===== src/rtl/fns_enc_seq.sv =====
// -----------------------------------------------------------------------------
// fns_enc_seq
//   Sequential greedy encoder for the local adjacent-forbidden FNS
//   (Fibonacci numeral system) CAC link. Converts a DATA_W-bit binary word
//   into an 8-bit FNS codeword. Bit weights and a per-bit enable mask are
//   supplied at runtime. One code bit is resolved per cycle, MSB first.
//   Decoding code_out under the same weights and en_flag returns data_in.
//
// Ports
//   clk        rising-edge clock
//   rst        synchronous reset, active-high
//   data_in    binary word to encode (DATA_W bits)
//   en_flag    per-code-bit enable; 0 forces that code bit to 0
//   FNS03..08  weights of code bits 2..7 (FNS_W bits); bits 0 and 1 weigh 1
//   in_valid   data_in/en_flag/weights valid
//   in_ready   encoder idle, can accept a word
//   code_out   codeword, bit i weighted by w_i
//   err        final remainder non-zero (word not representable)
//   out_valid  code_out/err valid
//   out_ready  consumer accepts code_out
// -----------------------------------------------------------------------------
module fns_enc_seq #(
   parameter int DATA_W = 6,
   parameter int FNS_W  = 5
) (
   input  logic              clk,
   input  logic              rst,
   input  logic [DATA_W-1:0] data_in,
   input  logic [7:0]        en_flag,
   input  logic [FNS_W-1:0]  FNS03,
   input  logic [FNS_W-1:0]  FNS04,
   input  logic [FNS_W-1:0]  FNS05,
   input  logic [FNS_W-1:0]  FNS06,
   input  logic [FNS_W-1:0]  FNS07,
   input  logic [FNS_W-1:0]  FNS08,
   input  logic              in_valid,
   output logic              in_ready,
   output logic [7:0]        code_out,
   output logic              err,
   output logic              out_valid,
   input  logic              out_ready
);

   // Compare/subtract width: remainder and weights are both zero-extended to this.
   localparam int CW = (DATA_W > FNS_W) ? DATA_W : FNS_W;

   typedef enum logic [1:0] {
      S_IDLE,
      S_CALC,
      S_DONE
   } state_t;

   state_t               state_q, state_d;
   logic [CW-1:0]        rem_q, rem_d;
   logic [7:0]           en_q, en_d;
   logic [7:0]           code_q, code_d;
   logic [5:0][CW-1:0]   w_q, w_d;      // captured weights of code bits 2..7
   logic [2:0]           idx_q, idx_d;
   logic                 err_q, err_d;

   logic [CW-1:0]        w_cur;
   logic                 bit_cur;

   // NOTE: every signal driven here gets a default first, so no path leaves
   // it unassigned and no latch is inferred.
   always_comb begin
      state_d = state_q;
      rem_d   = rem_q;
      en_d    = en_q;
      code_d  = code_q;
      w_d     = w_q;
      idx_d   = idx_q;
      err_d   = err_q;

      // Bits 0 and 1 have a fixed weight of 1; the rest come from the captured set.
      w_cur   = (idx_q < 3'd2) ? CW'(1) : w_q[idx_q - 3'd2];
      // A zero weight makes the compare true: the bit is set, remainder unchanged.
      bit_cur = en_q[idx_q] && (rem_q >= w_cur);

      unique case (state_q)
         S_IDLE: begin
            if (in_valid) begin
               rem_d   = CW'(data_in);
               en_d    = en_flag;
               w_d     = {CW'(FNS08), CW'(FNS07), CW'(FNS06),
                          CW'(FNS05), CW'(FNS04), CW'(FNS03)};
               code_d  = '0;
               err_d   = 1'b0;
               idx_d   = 3'd7;
               state_d = S_CALC;
            end
         end
         S_CALC: begin
            code_d[idx_q] = bit_cur;
            // Runs only when rem_q >= w_cur, so it can never underflow.
            if (bit_cur) rem_d = rem_q - w_cur;
            idx_d = idx_q - 3'd1;
            if (idx_q == 3'd0) begin
               err_d   = (rem_d != '0);
               state_d = S_DONE;
            end
         end
         S_DONE: begin
            // Going back through IDLE means no word is taken on the handshake edge.
            if (out_ready) state_d = S_IDLE;
         end
         default: state_d = S_IDLE;
      endcase
   end

   // NOTE: state registers use non-blocking assignments so every flop samples
   // the pre-edge value of every other flop.
   always_ff @(posedge clk) begin
      if (rst) begin
         // NOTE: the weight bank is small and cleared on reset like every
         // other register, so nothing powers up undefined.
         state_q <= S_IDLE;
         rem_q   <= '0;
         en_q    <= '0;
         code_q  <= '0;
         w_q     <= '0;
         idx_q   <= 3'd7;
         err_q   <= 1'b0;
      end else begin
         state_q <= state_d;
         rem_q   <= rem_d;
         en_q    <= en_d;
         code_q  <= code_d;
         w_q     <= w_d;
         idx_q   <= idx_d;
         err_q   <= err_d;
      end
   end

   assign in_ready  = (state_q == S_IDLE);
   assign out_valid = (state_q == S_DONE);
   assign code_out  = code_q;
   assign err       = err_q;

endmodule

===== config.mk =====
export PLATFORM = sky130hd
export DESIGN_NAME = fns_enc_seq
export DESIGN_NICKNAME = d
export VERILOG_FILES = /design/src/rtl/fns_enc_seq.sv
export SDC_FILE = /design/constraint.sdc
export NUM_CORES = 1
export LEC_CHECK = 0
export ABC_AREA = 1
export CAP_MARGIN = 20
export CORE_MARGIN = 2
export CORE_UTILIZATION = 52
export DETAILED_ROUTE_END_ITERATION = 8
export PLACE_DENSITY = 0.81
export SLEW_MARGIN = 20
export SYNTH_ARGS = -nofsm -noshare
export SYNTH_HDL_FRONTEND = slang
export SYNTH_SLANG_ARGS = --single-unit

===== constraint.sdc =====
create_clock -name clk -period 8.05 [get_ports clk]
set_clock_uncertainty 0.05 [all_clocks]
set_input_delay 0.805 -clock clk [delete_from_list [all_inputs] [get_ports clk]]
set_output_delay 0.805 -clock clk [all_outputs]
set_load 0.005 [all_outputs]

* Word level (Yosys, flattened, before mapping)
Index checks and enable logic that the tools add are counted.
** Storage, ports and cells
- Register bits after elaboration :: 58
- Bits of input ports :: 48
** Operators by class
- Add/sub/neg operators :: 3
- Order comparisons :: 5
- Equal/unequal tests :: 5
- Mux-type cells :: 23
- Reductions and logical operators :: 10
** Operators by type and width (count)
- $mux W6 :: 5
- $bmux W6 S3 :: 1
- $pmux W8 S2 :: 1
- $pmux W6 S2 :: 1
- $bwmux W8 :: 1
- $lt A3 B4 Y1 const B :: 2
- $mux W8 :: 1
- $ge A6 B6 Y1 :: 1
- $mux W2 :: 3
- $pmux W2 S3 :: 1
- $pmux W3 S2 :: 1
- $reduce_and A3 Y1 :: 2
- $reduce_bool A6 Y1 :: 1
- $sub A6 B6 Y6 :: 1
- $mux W1 :: 4
- $ne A2 B2 Y1 const B :: 2
- $reduce_and A2 Y1 :: 2
- $bmux W1 S3 :: 1
- $demux W1 S3 :: 1
- $ge A3 B1 Y1 const B :: 1
- $logic_not A3 Y1 :: 1
- $lt A3 B2 Y1 const B :: 1
- $mux W3 :: 1
- $sub A3 B1 Y3 const B :: 1
- 8 further kinds :: 9

* Logic depth before layout (Yosys ltp)
Gate-level depths: netlist of the first run.
- Depth in word-level cells :: 11
- Mapped depth :: 21
- Mapped depth without buffers :: 18

* Least setup slack after synthesis of the first run
OpenSTA, ideal clock, no wires.
- Path type :: reg2reg
- From :: register idx_q[1]
- To :: register err_q (netlist: err)
- Library setup time :: 119 ps
- Arrival :: 2810 ps
- Required time :: 7881 ps
- Slack :: 5071 ps
- Stages on the path, launching flop included :: 21
- Path buffers :: 2
- Cell sequence :: dfxtp_1 buf_2 inv_2 ha_1 nor2_1 o21ai_0 o21ai_0 ha_1 inv_1 fa_1 nand3_1 nand3_1 nand2_1 nand2_2 nand2_2 buf_6 nand2_1 nand2_1 nand2_1 nor2_1 a21oi_1
** Between the ends
- Longest elaborated chain between the ends :: 11
- Elaborated cells on any way between the ends :: 18
- Those cells by class :: add/sub (2); order compare (2); eq/ne (1); mux (9); reduce/logical (4)
** Ends and longest elaborated chain
- from (decl) :: line 58 : logic [2:0] idx_q, idx_d;
- from (signal assigned) :: line 130 : idx_q <= idx_d;
- $sub A3 B2 Y3 :: line 76 : w_cur = (idx_q < 3'd2) ? CW'(1) : w_q[idx_q - 3'd2];
- $bmux W6 S3 :: line 76
- $mux W6 (implied by the code) :: line 76
- $mux W6 :: line 76
- $ge A6 B6 Y1 :: line 78 : bit_cur = en_q[idx_q] && (rem_q >= w_cur);
- $logic_and A1 B1 Y1 :: line 78
- $mux W6 :: line 96 : if (bit_cur) rem_d = rem_q - w_cur;
- $mux W6 :: line 80 : unique case (state_q)
- $reduce_bool A6 Y1 :: line 99 : err_d = (rem_d != '0);
- $mux W1 :: line 98 : if (idx_q == 3'd0) begin
- $pmux W1 S2 :: line 80
- to (signal assigned) :: line 131 : err_q <= err_d;
- to (decl) :: line 59 : logic err_q, err_d;
Parallel ways exist; a longest one is shown, timed or not. The select of a mux whose other input is x is not followed.
A chain may end at the register's enable or synchronous reset.

* Final worst setup path of the first run
- From :: register idx_q[1]
- To :: register rem_q[5]
** Between the ends
- Longest elaborated chain between the ends :: 9
- Elaborated cells on any way between the ends :: 13
- Those cells by class :: add/sub (2); order compare (2); mux (8); reduce/logical (1)
** Ends and longest elaborated chain
- $sub A3 B2 Y3 :: line 76
- $bmux W6 S3 :: line 76
- $mux W6 (implied by the code) :: line 76
- $mux W6 :: line 76
- $ge A6 B6 Y1 :: line 78
- $logic_and A1 B1 Y1 :: line 78
- $mux W6 * :: line 96
- $mux W6 * :: line 80
- $pmux W6 S2 * :: line 80
- to (signal assigned) :: line 126 : rem_q <= rem_d;
- to (decl) :: line 54 : logic [CW-1:0] rem_q, rem_d;
Every way passes the cells marked *; elsewhere a longest branch is shown, timed or not. The select of a mux whose other input is x is not followed.

==> results of run 1 <==
==> cells by family (layout without fill, tap and decap cells) <==
group | count (synthesis) | count (layout) | synth area share, %
flip-flops | 58 | 58 | 39.4
AND/OR/NAND/NOR | 197 | 197 | 28.0
buffers and inverters | 52 | 106 | 7.56
adder cells (fa/ha/maj) | 13 | 13 | 5.77
AO/OA/AOI/OAI | 103 | 103 | 19.0
XOR/XNOR | 1 | 1 | 0.297
==> area by class of cell <==
class | instances | area (um2) | share of cell area (%)
multi-input combinational | 314 | 1560 | 41.9
sequential | 58 | 1160 | 31.1
inverter | 31 | 116 | 3.12
tap | 72 | 90.1 | 2.41
clock inverter | 3 | 40.0 | 1.07
timing repair buffer | 60 | 616 | 16.5
clock buffer | 12 | 145 | 3.89
==> per-stage QoR <==
stage	cells	instance area [um2]	hold WS, ns	total power (W)
after global routing	550	3730	0.461	0.000792
after floorplan	424	2950	0.400	0.000445
after global placement	534	3520	0.414	0.000492
after CTS	549	3700	0.434	0.000751
after detailed placement	534	3520	0.419	0.000495
final	550	3730	0.434	0.000748
==> how the worst max path moves through the flow <==
stage | start | to | depth (start not counted)
after floorplan | idx_q[1]$_SDFFE_PP1P_ | err$_SDFFE_PP0P_ | 20
after global placement | idx_q[1]$_SDFFE_PP1P_ | rem_q[5]$_SDFFE_PP0P_ | 18
after detailed placement | idx_q[1]$_SDFFE_PP1P_ | rem_q[5]$_SDFFE_PP0P_ | 18
after CTS | idx_q[1]$_SDFFE_PP1P_ | rem_q[5]$_SDFFE_PP0P_ | 18
after global routing | idx_q[1]$_SDFFE_PP1P_ | rem_q[5]$_SDFFE_PP0P_ | 18
final | idx_q[1]$_SDFFE_PP1P_ | rem_q[5]$_SDFFE_PP0P_ | 18
==> report_power, final <==
part | total (W) | switching (W) | internal [W]
Sequential | 0.000323 | 0.0000154 | 0.000308
Combinational | 0.000168 | 0.0000955 | 0.0000724
Clock | 0.000257 | 0.000108 | 0.000149
Total | 0.000748 | 0.000219 | 0.000529
==> worst max-delay path, stage by stage (launching register included) <==
cell	delay (ns)
dfxtp_1	0.50
inv_2	0.19
ha_1	0.40
nor2_1	0.23
o21ai_0	0.11
o21ai_0	0.19
ha_1	0.17
inv_1	0.06
fa_1	0.40
nand3_1	0.11
nand3_1	0.09
nand2_1	0.08
nand2_2	0.09
nand2_2	0.21
inv_1	0.13
nand2_1	0.09
nand2_1	0.07
a21oi_1	0.13
nor2_1	0.05
==> sequential cells by signal (all words and copies together) (netlist names) <==
register  flops
en_q          8
code_out      8
rem_q         6
idx_q         3
w_q          30
err           1
state_q       2
==> layer usage <==
| metal | up-vias | part of all wire (%) | track usage (%) | wire [um] |
|---|---|---|---|---|
| met4 | 0 | 2.1 | 11.6 | 141 |
| met5 | - | 0 | 0 | 0 |
| met3 | 16 | 4.5 | 4.55 | 307 |
| met1 | 1283 | 47 | 29.9 | 3210 |
| met2 | 74 | 47 | 38.7 | 3210 |
| li1 | 1484 | - | - | - |
==> placed cells by master (no fill, tap or decap), types with 3 or more instances in the layout <==
master	n
a211oi_1	4
a21oi_1	14
clkbuf_8	10
clkdlybuf4s50_1	58
dfxtp_1	58
ha_1	12
inv_1	27
inv_2	3
nand2_1	52
nand2_2	5
nand3_1	17
nand3_2	4
nand4_1	3
nor2_1	111
o211ai_1	4
o21a_1	5
o21ai_0	68
o22ai_1	6
==> flow_summary.toml, run 1 <==
[timing]
min_period_over_period_pct = 43.7
fmax_mhz = 284
setup_violations = 0
drv_slew = 0
rsz0062_at_grt = "no"
hold_viol_final = 0
worstMarginPinSlew_ns = 0.755
slew_headroom_pct = 49.6
finalWorstSetupSlack_ns = 4.53
final.min_clock_period_ns = 3.52
tns_ns = 0

[setup_path]
r2r_slack_ns = 4.53
path_max_fanout = 13
arrival_ns = 3.66
r2r_end = "rem_q[5]$_SDFFE_PP0P_"
reg2regPathDepth = 18
r2r_start = "idx_q[1]$_SDFFE_PP1P_"
critical_path_required_ns = 8.20
critPathLaunchType = "flip-flop"
endpoint_kind = "flip-flop"
setup.worst_path.class = "flip-flop to flip-flop"

[detailed_routing]
vias = 2857
dr.pass1.iters = 4
via_per_inst = 5.19
post_drt_wl_per_cell_um = 12.5
ant_nets = 0
drt_iter0_drc = 194
wirelength_mm = 6.87
drc = 0

[final_layout]
syn_to_final_growth_pct = 26.6
drive_above_1_share_pct = 6.07
final_util_pct = 67.8
diodes = 0
fill_cells = 476
fin_nets = 535

[die]
die_height_um = 79.3
core_mm2 = 0.00551
die_width_um = 79.3
rows = 27
ios = 59
die-area_mm2 = 0.00629
initial_utilization_pct = 53.5

[clock_tree]
cts_tree = "yes"
post_cts_buffers = 0
cts_hold_buf = 0
numClockSinks = 58
cts-root-buf = "clkbuf_8"
path_clk_slew_ns = 0.06
cts_max_path_buffers = 2
cts.htree.levels = 3
cts_buffers = 9
cts_resized = 0
clk_latency_ns = 0.33

[synth]
synth_warnings = 0
synth_top_area_share_pct = 39.4
synth.avg_cell_area_um2 = 6.95
syn-cell-area_mm2 = 0.00295
ys_seq_elements = 58
async_reset_ff_share_pct = 0
synth_edf_count = 0
netlist_top_cells_count = "nor2_1, o21ai_0, dfxtp_1"
ys_seq_area_share_pct = 39.4
synthFlopType = "dfxtp_1"
netlist_instances = 424
synth_cell_types = 29
syn_nets = 485
synth_largest_area_cell = "dfxtp_1"
yosys-top-cells-area = "dfxtp_1, nor2_1, o21ai_0"
yosysMostFrequentCell = "nor2_1"

[power_and_ir_drop]
ir_drop_uv = 111
leakagePower_nw = 1.57
powerDensity_mw_per_mm2 = 200

[global_route]
overflow = 0
grt_use_total_pct = 23.7
grt_pass1_wl_mm = 11.7
grt_max_degree = 51
grt_pass1_vias = 2660
antenna_found_initial = 0

[status]
outcome = "finished, final reports clean"

[place]
preCtsSetupSlack_ns = 4.58
io_buffers = 58
gp_congestion = 0.870
dp_hpwl_mm = 4.93

[min_path]
hold_path_depth = 2
hold_end = "w_q[22]$_SDFFE_PP0P_"
min_path_type = "flip-flop to flip-flop"
min_from = "w_q[22]$_SDFFE_PP0P_"

[run]
max-cap-violations = 0
No activity file was read; power rests on OpenSTA's default activity.
==> run 2: changes to the inputs <==
CORE_UTILIZATION = 46   (was 52)
PLACE_DENSITY = 0.75   (was 0.81)
clock period = 3.1 ns   (was 8.05 ns; I/O delays follow)
==> run 2 against run 1 <==
Critical path depth fell by 1. Non-clock buffer count rose by 9. Largest power group unchanged. Sequential cell count did not move. Highest routed layer unchanged. Sequential share of layout area fell by 0.81 points. Register-to-register slack got worse by 4.3 ns. Fmax rose by 23%. Count of clock-buffer cells in the layout fell by 1.
==> flow_summary.toml, run 2 (synthesis results as in run 1) <==
[power_and_ir_drop]
p_total_w = 0.00207
ir_drop_uv = 292
leakagePower_nw = 1.63
powerDensity_mw_per_mm2 = 539

[detailed_routing]
vias = 2863
via_per_inst = 5.07
wirelength_mm = 6.95
drc = 0
post_drt_wl_per_cell_um = 12.3
ant_nets = 0
drt_iter0_drc = 183
dr.pass1.iters = 4

[die]
core_mm2 = 0.00628
rows = 29
die-area_mm2 = 0.00706
die_height_um = 84.1
ios = 59
initial_utilization_pct = 47.0
die_width_um = 84.1

[place]
gp_congestion = 0.913
placed_cell_area_mm2 = 0.00360
dp_hpwl_mm = 5.01
preCtsSetupSlack_ns = 0.0771
io_buffers = 58
dp_cells = 549

[timing]
worstMarginPinSlew_ns = 0.764
finalWorstSetupSlack_ns = 0.236
final.min_clock_period_ns = 2.86
whs_ns = 0.426
slew_headroom_pct = 49.0
drv_slew = 0
setup_violations = 0
fmax_mhz = 349
min_period_over_period_pct = 92.4
hold_viol_final = 0

[setup_path]
cpLargestDelayFamily = "simple AND/OR/NAND/NOR gates"
reg2regPathDepth = 17
r2r_start = "idx_q[1]$_SDFFE_PP1P_"
critPathLaunchType = "flip-flop"
setup.worst_path.class = "flip-flop to flip-flop"
r2r_end = "rem_q[5]$_SDFFE_PP0P_"
path_common_cell = "nand2_1"
path_max_fanout = 11
arrival_ns = 3.03
critPathBufInv = 2
cpMaxStageDelayCell = "fa_1"
critical_path_required_ns = 3.26
endpoint_kind = "flip-flop"
path_depth = 17
path_cells = "inv_2 > ha_1 > nor2_4 > o21ai_0 > o21ai_0 > nand2_1 > fa_1 > nand3_1 > nand3_1 > nand2_1 > nand2_2 > nand2_4 > inv_1 > nand2_1 > nand2_1 > a21oi_1 > nor2_1"
critPathMaxStageDelay_ns = 0.45
r2r_slack_ns = 0.24

[final_layout]
syn_to_final_growth_pct = 30.0
diodes = 0
regMostFlops = "w_q"
layout_common_cells = "nor2_1, o21ai_0, dfxtp_1, clkdlybuf4s50_1, nand2_1"
fin_nets = 544
stdcell_count = 565
drive_above_1_share_pct = 8.40
largest_reg_flops = 30
fin_area_mm2 = 0.00383
mostFrequentLayoutCell = "nor2_1"

[min_path]
hold_end = "w_q[30]$_SDFFE_PP0P_"
min_path_type = "flip-flop to flip-flop"
hold_path_depth = 2
min_from = "w_q[30]$_SDFFE_PP0P_"

[clock_tree]
cts_max_path_buffers = 2
cts-root-buf = "clkbuf_8"
cts_buffers = 9
clk_latency_ns = 0.34
cts_tree = "yes"
cts_hold_buf = 0
post_cts_buffers = 0
cts.htree.levels = 3
path_clk_slew_ns = 0.06
numClockSinks = 58

[global_route]
antenna_found_initial = 0
grt_pass1_wl_mm = 12.0
overflow = 0
grt_max_degree = 47
grt_pass1_vias = 2700
grt_use_total_pct = 21.0

[run]
max-cap-violations = 0

[status]
outcome = "finished, final reports clean"
[run 2: how the worst max path moves through the flow]
stage / from / endpoint
after CTS: idx_q[1]$_SDFFE_PP1P_ / rem_q[5]$_SDFFE_PP0P_
after global routing: idx_q[1]$_SDFFE_PP1P_ / rem_q[5]$_SDFFE_PP0P_
after floorplan: idx_q[1]$_SDFFE_PP1P_ / err$_SDFFE_PP0P_
after global placement: idx_q[1]$_SDFFE_PP1P_ / rem_q[5]$_SDFFE_PP0P_
after detailed placement: idx_q[1]$_SDFFE_PP1P_ / rem_q[5]$_SDFFE_PP0P_
final: idx_q[1]$_SDFFE_PP1P_ / rem_q[5]$_SDFFE_PP0P_
[run 2: worst reg2reg max path: stages, from the launching register on]
cell and delay [ns]:
dfxtp_1 0.34, inv_2 0.04, ha_1 0.33, nor2_4 0.15
o21ai_0 0.09, o21ai_0 0.18, nand2_1 0.13, fa_1 0.45
nand3_1 0.11, nand3_1 0.10, nand2_1 0.09, nand2_2 0.11
nand2_4 0.15, inv_1 0.11, nand2_1 0.08, nand2_1 0.06
a21oi_1 0.12, nor2_1 0.05
[run 2: through the flow]
stage	utilization, %	TNS [ns]
after CTS	60.9	0
after global placement	57.4	0
final	61.1	0
after detailed placement	57.4	0
after global routing	61.1	-0.0102
after floorplan	-	0
[run 2: area by class of cell]
class | count | area [um2]
well taps | 77 | 96.3
clock buffers | 11 | 141
multi-input cells | 314 | 1580
inverters | 31 | 116
fillers | 584 | 2440
repair buffers | 69 | 663
flip-flops and latches | 58 | 1160
clock inverters | 5 | 77.6
[run 2: repair_timing]
action                     4_1_cts  5_1_grt
gates resized for setup          0        4
hold endpoints to repair         0        0
setup endpoints to repair        0       11
[run 2: where the power goes]
| group | leakage [nW] | internal [W] | switching, W | total [W] |
|---|---|---|---|---|
| registers | 0.478 | 0.000798 | 0.0000319 | 0.000830 |
| clock network | 0.109 | 0.000472 | 0.000305 | 0.000777 |
| logic | 1.04 | 0.000195 | 0.000266 | 0.000460 |
| total | 1.63 | 0.00146 | 0.000603 | 0.00207 |
[run 2: metal layers]
layer / vias to the layer above / routed length, um / GRT usage, %
li1: 1511 / - / -
met1: 1256 / 3160 / 26.3
met2: 85 / 3230 / 33.5
met3: 11 / 417 / 5.34
met4: 0 / 138 / 10.3
met5: - / 0 / 0
==> run 3: changes to the inputs <==
SLEW_MARGIN = unset   (was 20)
==> results of run 3 <==
The final DEF is identical to that of run 2; final timing and power are the same.
